<file path="config.mk">
export PLATFORM = sky130hd
export DESIGN_NAME = uart_tx_frame_flat
export DESIGN_NICKNAME = d
export VERILOG_FILES = /design/src/rtl/uart_pkg.sv /design/src/rtl/uart_tx_frame_if.sv /design/src/rtl/uart_tx_bit_timer.sv /design/src/rtl/uart_tx_frame.sv /design/src/flat_wrapper.sv
export SDC_FILE = /design/constraint.sdc
export NUM_CORES = 1
export LEC_CHECK = 0
export CAP_MARGIN = 20
export CORE_AREA = 2 2 51 65
export CTS_CLUSTER_SIZE = 20
export DETAILED_ROUTE_END_ITERATION = 8
export DIE_AREA = 0 0 53 67
export PLACE_DENSITY = 0.79
export SLEW_MARGIN = 0
export SYNTH_ARGS = -nofsm -noshare
export SYNTH_HDL_FRONTEND = slang
export SYNTH_HIERARCHICAL = 1
export SYNTH_SLANG_ARGS = --single-unit
</file>
<file path="constraint.sdc">
create_clock -name CLK -period 4 [get_ports CLK]
set_input_delay 1 -clock CLK [delete_from_list [all_inputs] [get_ports CLK]]
set_output_delay 1 -clock CLK [all_outputs]
set_load 0.05 [all_outputs]
</file>
<file path="src/rtl/uart_pkg.sv">
// Shared definitions for the UART transmit path: FSM encoding, parity
// selection constants and the default payload width.
package uart_pkg;

   localparam int DATA_WIDTH_DEF = 8;

   localparam logic PAR_EVEN = 1'b0;
   localparam logic PAR_ODD  = 1'b1;

   typedef enum logic [2:0] {
      IDLE   = 3'd0,
      START  = 3'd1,
      DATA   = 3'd2,
      PARITY = 3'd3,
      STOP   = 3'd4
   } state_t;

endpackage

</file>
<file path="src/rtl/uart_tx_frame_if.sv">
// System-side request bundle and serial-side status of the UART transmitter.
interface uart_tx_frame_if
   import uart_pkg::*;
#(
   parameter int DATA_WIDTH     = DATA_WIDTH_DEF,
   parameter int PRESCALE_WIDTH = 6
);
   logic [DATA_WIDTH-1:0]     P_DATA;
   logic                      Data_Valid;
   logic                      parity_enable;
   logic                      parity_type;
   logic [PRESCALE_WIDTH-1:0] prescale;
   logic                      TX_OUT;
   logic                      busy;

   modport master (
      output P_DATA, Data_Valid, parity_enable, parity_type, prescale,
      input  TX_OUT, busy
   );

   modport slave (
      input  P_DATA, Data_Valid, parity_enable, parity_type, prescale,
      output TX_OUT, busy
   );
endinterface

</file>
<file path="src/rtl/uart_tx_bit_timer.sv">
// Per-bit edge counter: runs 1..P while enabled and pulses bit_done on the
// last cycle of each bit. A prescale of 0 is treated as 1.
module uart_tx_bit_timer #(
   parameter int PRESCALE_WIDTH = 6
) (
   input  logic                      CLK,
   input  logic                      RST,
   input  logic                      enable,
   input  logic [PRESCALE_WIDTH-1:0] prescale,
   output logic [PRESCALE_WIDTH-1:0] edge_count,
   output logic                      bit_done
);

   logic [PRESCALE_WIDTH-1:0] p_eff;

   assign p_eff    = (prescale == '0) ? PRESCALE_WIDTH'(1) : prescale;
   assign bit_done = enable && (edge_count == p_eff);

   // Held at 1 while idle so the first cycle of the start bit is edge 1.
   always_ff @(posedge CLK or negedge RST) begin
      if (!RST)
         edge_count <= '0;
      else if (!enable || bit_done)
         edge_count <= PRESCALE_WIDTH'(1);
      else
         edge_count <= edge_count + 1'b1;
   end

endmodule

</file>
<file path="src/rtl/uart_tx_frame.sv">
// UART transmitter: latches a byte on request and serialises it LSB-first as
// start, data, optional parity and stop bits, each held for prescale cycles.
module uart_tx_frame
   import uart_pkg::*;
#(
   parameter int DATA_WIDTH     = DATA_WIDTH_DEF,
   parameter int PRESCALE_WIDTH = 6
) (
   input logic            CLK,
   input logic            RST,
   uart_tx_frame_if.slave bus
);

   localparam int IDX_W = (DATA_WIDTH > 1) ? $clog2(DATA_WIDTH) : 1;

   state_t                    state_q, state_d;
   logic [DATA_WIDTH-1:0]     shift_q, shift_d;
   logic [IDX_W-1:0]          idx_q, idx_d;
   logic                      par_en_q, parity_q;
   logic [PRESCALE_WIDTH-1:0] presc_q;
   logic                      tx_q, tx_d, busy_q, busy_d;
   logic                      accept, timer_en, bit_done;
   logic [PRESCALE_WIDTH-1:0] edge_count;

   assign accept   = (state_q == IDLE) && bus.Data_Valid;
   assign timer_en = (state_q != IDLE);

   uart_tx_bit_timer #(.PRESCALE_WIDTH(PRESCALE_WIDTH)) u_timer (
      .CLK        (CLK),
      .RST        (RST),
      .enable     (timer_en),
      .prescale   (presc_q),
      .edge_count (edge_count),
      .bit_done   (bit_done)
   );

   always_comb begin
      state_d = state_q;
      shift_d = shift_q;
      idx_d   = idx_q;
      case (state_q)
         IDLE:
            if (bus.Data_Valid) begin
               state_d = START;
               shift_d = bus.P_DATA;
               idx_d   = '0;
            end
         START:
            if (bit_done) state_d = DATA;
         DATA:
            if (bit_done) begin
               shift_d = shift_q >> 1;
               if (idx_q == IDX_W'(DATA_WIDTH - 1))
                  state_d = par_en_q ? PARITY : STOP;
               else
                  idx_d = idx_q + 1'b1;
            end
         PARITY:
            if (bit_done) state_d = STOP;
         STOP:
            if (bit_done) state_d = IDLE;
         default:
            state_d = IDLE;
      endcase

      // Outputs are decoded from the next state so the line is registered.
      tx_d = 1'b1;
      case (state_d)
         START:   tx_d = 1'b0;
         DATA:    tx_d = shift_d[0];
         PARITY:  tx_d = parity_q;
         default: tx_d = 1'b1;
      endcase
      busy_d = (state_d != IDLE);
   end

   always_ff @(posedge CLK or negedge RST) begin
      if (!RST) begin
         state_q  <= IDLE;
         shift_q  <= '0;
         idx_q    <= '0;
         par_en_q <= 1'b0;
         parity_q <= 1'b0;
         presc_q  <= '0;
         tx_q     <= 1'b1;
         busy_q   <= 1'b0;
      end else begin
         state_q <= state_d;
         shift_q <= shift_d;
         idx_q   <= idx_d;
         tx_q    <= tx_d;
         busy_q  <= busy_d;
         if (accept) begin
            par_en_q <= bus.parity_enable;
            parity_q <= (^bus.P_DATA) ^ (bus.parity_type == PAR_ODD);
            presc_q  <= bus.prescale;
         end
      end
   end

   assign bus.TX_OUT = tx_q;
   assign bus.busy   = busy_q;

   a_edge_live: assert property (@(posedge CLK) disable iff (!RST)
      (state_q != IDLE) |-> (edge_count != '0));

endmodule

</file>
<file path="src/flat_wrapper.sv">
// flat-port wrapper written by rule: the top's interface ports become plain ports
module uart_tx_frame_flat import uart_pkg::*;
#(
   parameter int DATA_WIDTH     = DATA_WIDTH_DEF,
   parameter int PRESCALE_WIDTH = 6
)
  (CLK, RST, bus_P_DATA, bus_Data_Valid, bus_parity_enable, bus_parity_type, bus_prescale, bus_TX_OUT, bus_busy);
  uart_tx_frame_if #(.DATA_WIDTH(DATA_WIDTH), .PRESCALE_WIDTH(PRESCALE_WIDTH)) bus_i ();
  input logic CLK;
  input logic RST;
  input wire logic [$bits(bus_i.P_DATA)-1:0] bus_P_DATA;
  input wire logic [$bits(bus_i.Data_Valid)-1:0] bus_Data_Valid;
  input wire logic [$bits(bus_i.parity_enable)-1:0] bus_parity_enable;
  input wire logic [$bits(bus_i.parity_type)-1:0] bus_parity_type;
  input wire logic [$bits(bus_i.prescale)-1:0] bus_prescale;
  output wire logic [$bits(bus_i.TX_OUT)-1:0] bus_TX_OUT;
  output wire logic [$bits(bus_i.busy)-1:0] bus_busy;
  assign bus_i.P_DATA = bus_P_DATA;
  assign bus_i.Data_Valid = bus_Data_Valid;
  assign bus_i.parity_enable = bus_parity_enable;
  assign bus_i.parity_type = bus_parity_type;
  assign bus_i.prescale = bus_prescale;
  assign bus_TX_OUT = bus_i.TX_OUT;
  assign bus_busy = bus_i.busy;
  uart_tx_frame #(.DATA_WIDTH(DATA_WIDTH), .PRESCALE_WIDTH(PRESCALE_WIDTH)) u_core (.CLK(CLK), .RST(RST), .bus(bus_i));
endmodule
</file>
==> metrics.yaml <==
slew_viol_final: 0
peakVddDrop_mv: 0.3297
status: "finished clean"
cts_buffer_depth: 2
antenna_cells: 0
final_hold_viol_count: 0
nNetsFinal: 187
maxClockFrequency_mhz: 377.4
totalWireLength_um: 2949
avgRoutedWirePerCell_um: 14.60
maxCapViolCount: 0
die_area_sq_mm: 0.003551
post-cts-setup-buffers: 0
cp_max_fo: 1
crit_buf_inv: 1
pre_cts_slack_ps: 1111
period_share_pct: 66.25
min_period_ps: 2650
cts_hold_buf: 0
first_iter_violations: 26
hpwlAfterDp_um: 2195
die_w_um: 53
syn_inst: 143
synth.yosys.seq_area_share_pct: 46.37
cts-resized-gates: 0
finalSetupViolCount: 0
drive_gt1_share_pct: 16.27
grt_max_degree: 31
register_area_sq_um: 752.0
fin_skew_ps: 7.625
fin_setup_tns_ps: 0
grt_pass1_vias: 1154
hold_class: "reg -> reg"
path_cells: "clkdlybuf4s50_1"
relSlewSlack_pct: 33.98
combPwrFrac_pct: 38.3
clk_pin_slew_worst_paths_ps: 90
grt_use_total_pct: 20.94
yosysUniqueCellTypes: 43
yosysTopAreaCellShare_pct: 44.75
endpoint_kind: "primary output"
synth-async-reset-ratio_pct: 100.0
cts_tree: "built"
critPathKind: "reg -> out"
syn_nets: 165
tightest_slew_ps: 986.1
fp.dieH_um: 67
fillers: 232
yosysWarnings: 6
clkSinkCount: 30
cpMaxStageDelayCell: "clkdlybuf4s50_1"
dr.pass1.iters: 4
clkPwrFrac_pct: 14.9
multi_input_area_sq_um: 774.5
clk_latency_ps: 330
core.rowCount: 22
grt_pass1_wl_um: 5195
synthFlopType: "dfrtp_1"
powerDensity_mw_per_mm2: 657.9
seqPwrFrac_pct: 46.8
syn_area_per_cell_sq_um: 11.34
netlist_area_sq_mm: 0.001622
synth-edff-count: 0
cp_top_family: "buffers and inverters"
critPathMaxStageDelay_ps: 790
area_delta_synth_final_pct: 15.74
worst_slack_ps: 1350
cts-root-buf: "clkbuf_4"
ant_nets: 0
gp_congestion: 0.7722
pin_count: 21
cts_htree_levels: 2
overflow: 0
numCtsBuffers: 5
worst-endpoint-required_ps: 3000
worst_setup_path_start_kind: "register"
start_util_pct: 56.10
synth-seq-cells: 30
critPathArrivalTime_ps: 1650
core-area_sq_mm: 0.002890
antenna_found_initial: 0
p_leak_nw: 0.8089
cell_internal_pwr_mw: 0.7695
p_sw_share_pct: 37.68
synth_top_area_cell: "dfrtp_1"
drcViolationCount: 0
io_buffers: 20
synthTopCellsByArea: "dfrtp_1 45%, xnor2_1 5.9%, mux2_2 5.6%, a22oi_1 2.8%, buf_6 2.8%"
rsz0062_at_grt: "false"
num_vias: 1127
vias_per_cell: 5.579
switchingPower_mw: 0.4653
[power by group through the flow]
stage	Clock [mW]	Combinational [mW]	Sequential, mW
CTS	0.194	0.475	0.576
global placement	0	0.446	0.572
floorplan	0	0.379	0.557
finish	0.185	0.473	0.577
global route	0.209	0.527	0.596
detailed placement	0	0.472	0.582
[cells in the mapped netlist (all sizes together) (3+ instances only)]
cell    number
a22oi        6
buf          6
dfrtp       29
ha           3
inv         10
mux2        10
nand2        5
nand3        5
nand3b       4
nor2        11
nor2b        3
o21ai        9
xnor2       11
xor2         3
[worst paths after layout]
check | start | endpoint | slack [ps] | cells past startpoint
worst min register to register | u_core/shift_q[7]$_DFFE_PN0P_ | u_core/shift_q[6]$_DFFE_PN0P_ | 510 | 2
worst max register to register | u_core/presc_q[1]$_DFFE_PN0P_ | u_core/bus.TX_OUT$_DFF_PN1_ | 1450 | 8
worst max-delay path | u_core/bus.TX_OUT$_DFF_PN1_ | bus_TX_OUT | 1350 | 1
max in group asynchronous | RST | u_core/bus.TX_OUT$_DFF_PN1_ | 2630 | 2
min in group asynchronous | RST | u_core/shift_q[5]$_DFFE_PN0P_ | 1060 | 2
worst min-delay path | u_core/shift_q[7]$_DFFE_PN0P_ | u_core/shift_q[6]$_DFFE_PN0P_ | 510 | 2
[worst register-to-register path: stages, from the launching register on]
cell       delay [ps]
dfrtp_1           410
nor3_1            220
mux2_2            400
nor4_1            270
and2_1            380
and4bb_2          400
nor3b_1            90
nor4_1            200
o2bb2ai_1         110
[kinds of logic after synthesis]
| group | share of synthesized area, % |
|---|---|
| flops | 46.37 |
| fa+ha+maj | 2.315 |
| buf+inv | 5.864 |
| compound gates | 12.89 |
| mux | 7.408 |
| simple gates | 16.20 |
| xor+xnor | 8.951 |
[layout by cell type, fill, tap and decap left out, drive strengths merged, types with 3 or more instances in the layout]
cell type | synthesis | routed
nor2b | 3 | 3
mux2 | 10 | 10
clkbuf | 0 | 7
ha | 3 | 3
a22oi | 6 | 6
o21ai | 9 | 9
xnor2 | 11 | 11
nor2 | 11 | 11
clkdlybuf4s50 | 0 | 20
xor2 | 3 | 3
nand2 | 5 | 5
nand3b | 4 | 4
nand3 | 5 | 5
dfrtp | 29 | 29
inv | 10 | 10
[metrics by stage]
stage / hold slack, ps / util, % / cells / instance area (sq um) / power (mW)
6_report: 510.3 / 64.94 / 202 / 1877 / 1.235
3_3_place_gp: 489.0 / 62.86 / 194 / 1817 / 1.017
4_1_cts: 511.4 / 64.94 / 202 / 1877 / 1.245
5_1_grt: 539.4 / 64.94 / 202 / 1877 / 1.332
2_1_floorplan: 469.9 / - / 143 / 1622 / 0.9367
3_5_place_dp: 490.2 / 62.86 / 194 / 1817 / 1.053
[sequential cells by signal, summed over array words and instances (netlist names)]
register                   cells
u_core/bus.TX_OUT              1
u_core/u_timer/edge_count      6
u_core/bus.busy                1
u_core/idx_q                   3
u_core/parity_q                1
u_core/state_q                 3
u_core/shift_q                 8
u_core/presc_q                 6
u_core/par_en_q                1
[layout make-up]
type                            count  area share [%]
Multi-Input combinational cell     97           41.27
Tap cell                           36           2.400
Timing Repair Buffer               21           11.07
Sequential cell                    30           40.07
Inverter                           10           2.000
Clock buffer                        7           2.933
Clock inverter                      1          0.2667
[per-layer routing]
metal | track usage, % | share of wire (%) | vias to the layer above
met5 | 0 | 0 | -
met4 | 10.58 | 2.6 | 0
met3 | 6.278 | 4.0 | 9
met2 | 34.53 | 52 | 21
met1 | 24.19 | 42 | 550
li1 | - | - | 547
(Power assumes the default switching activity.)
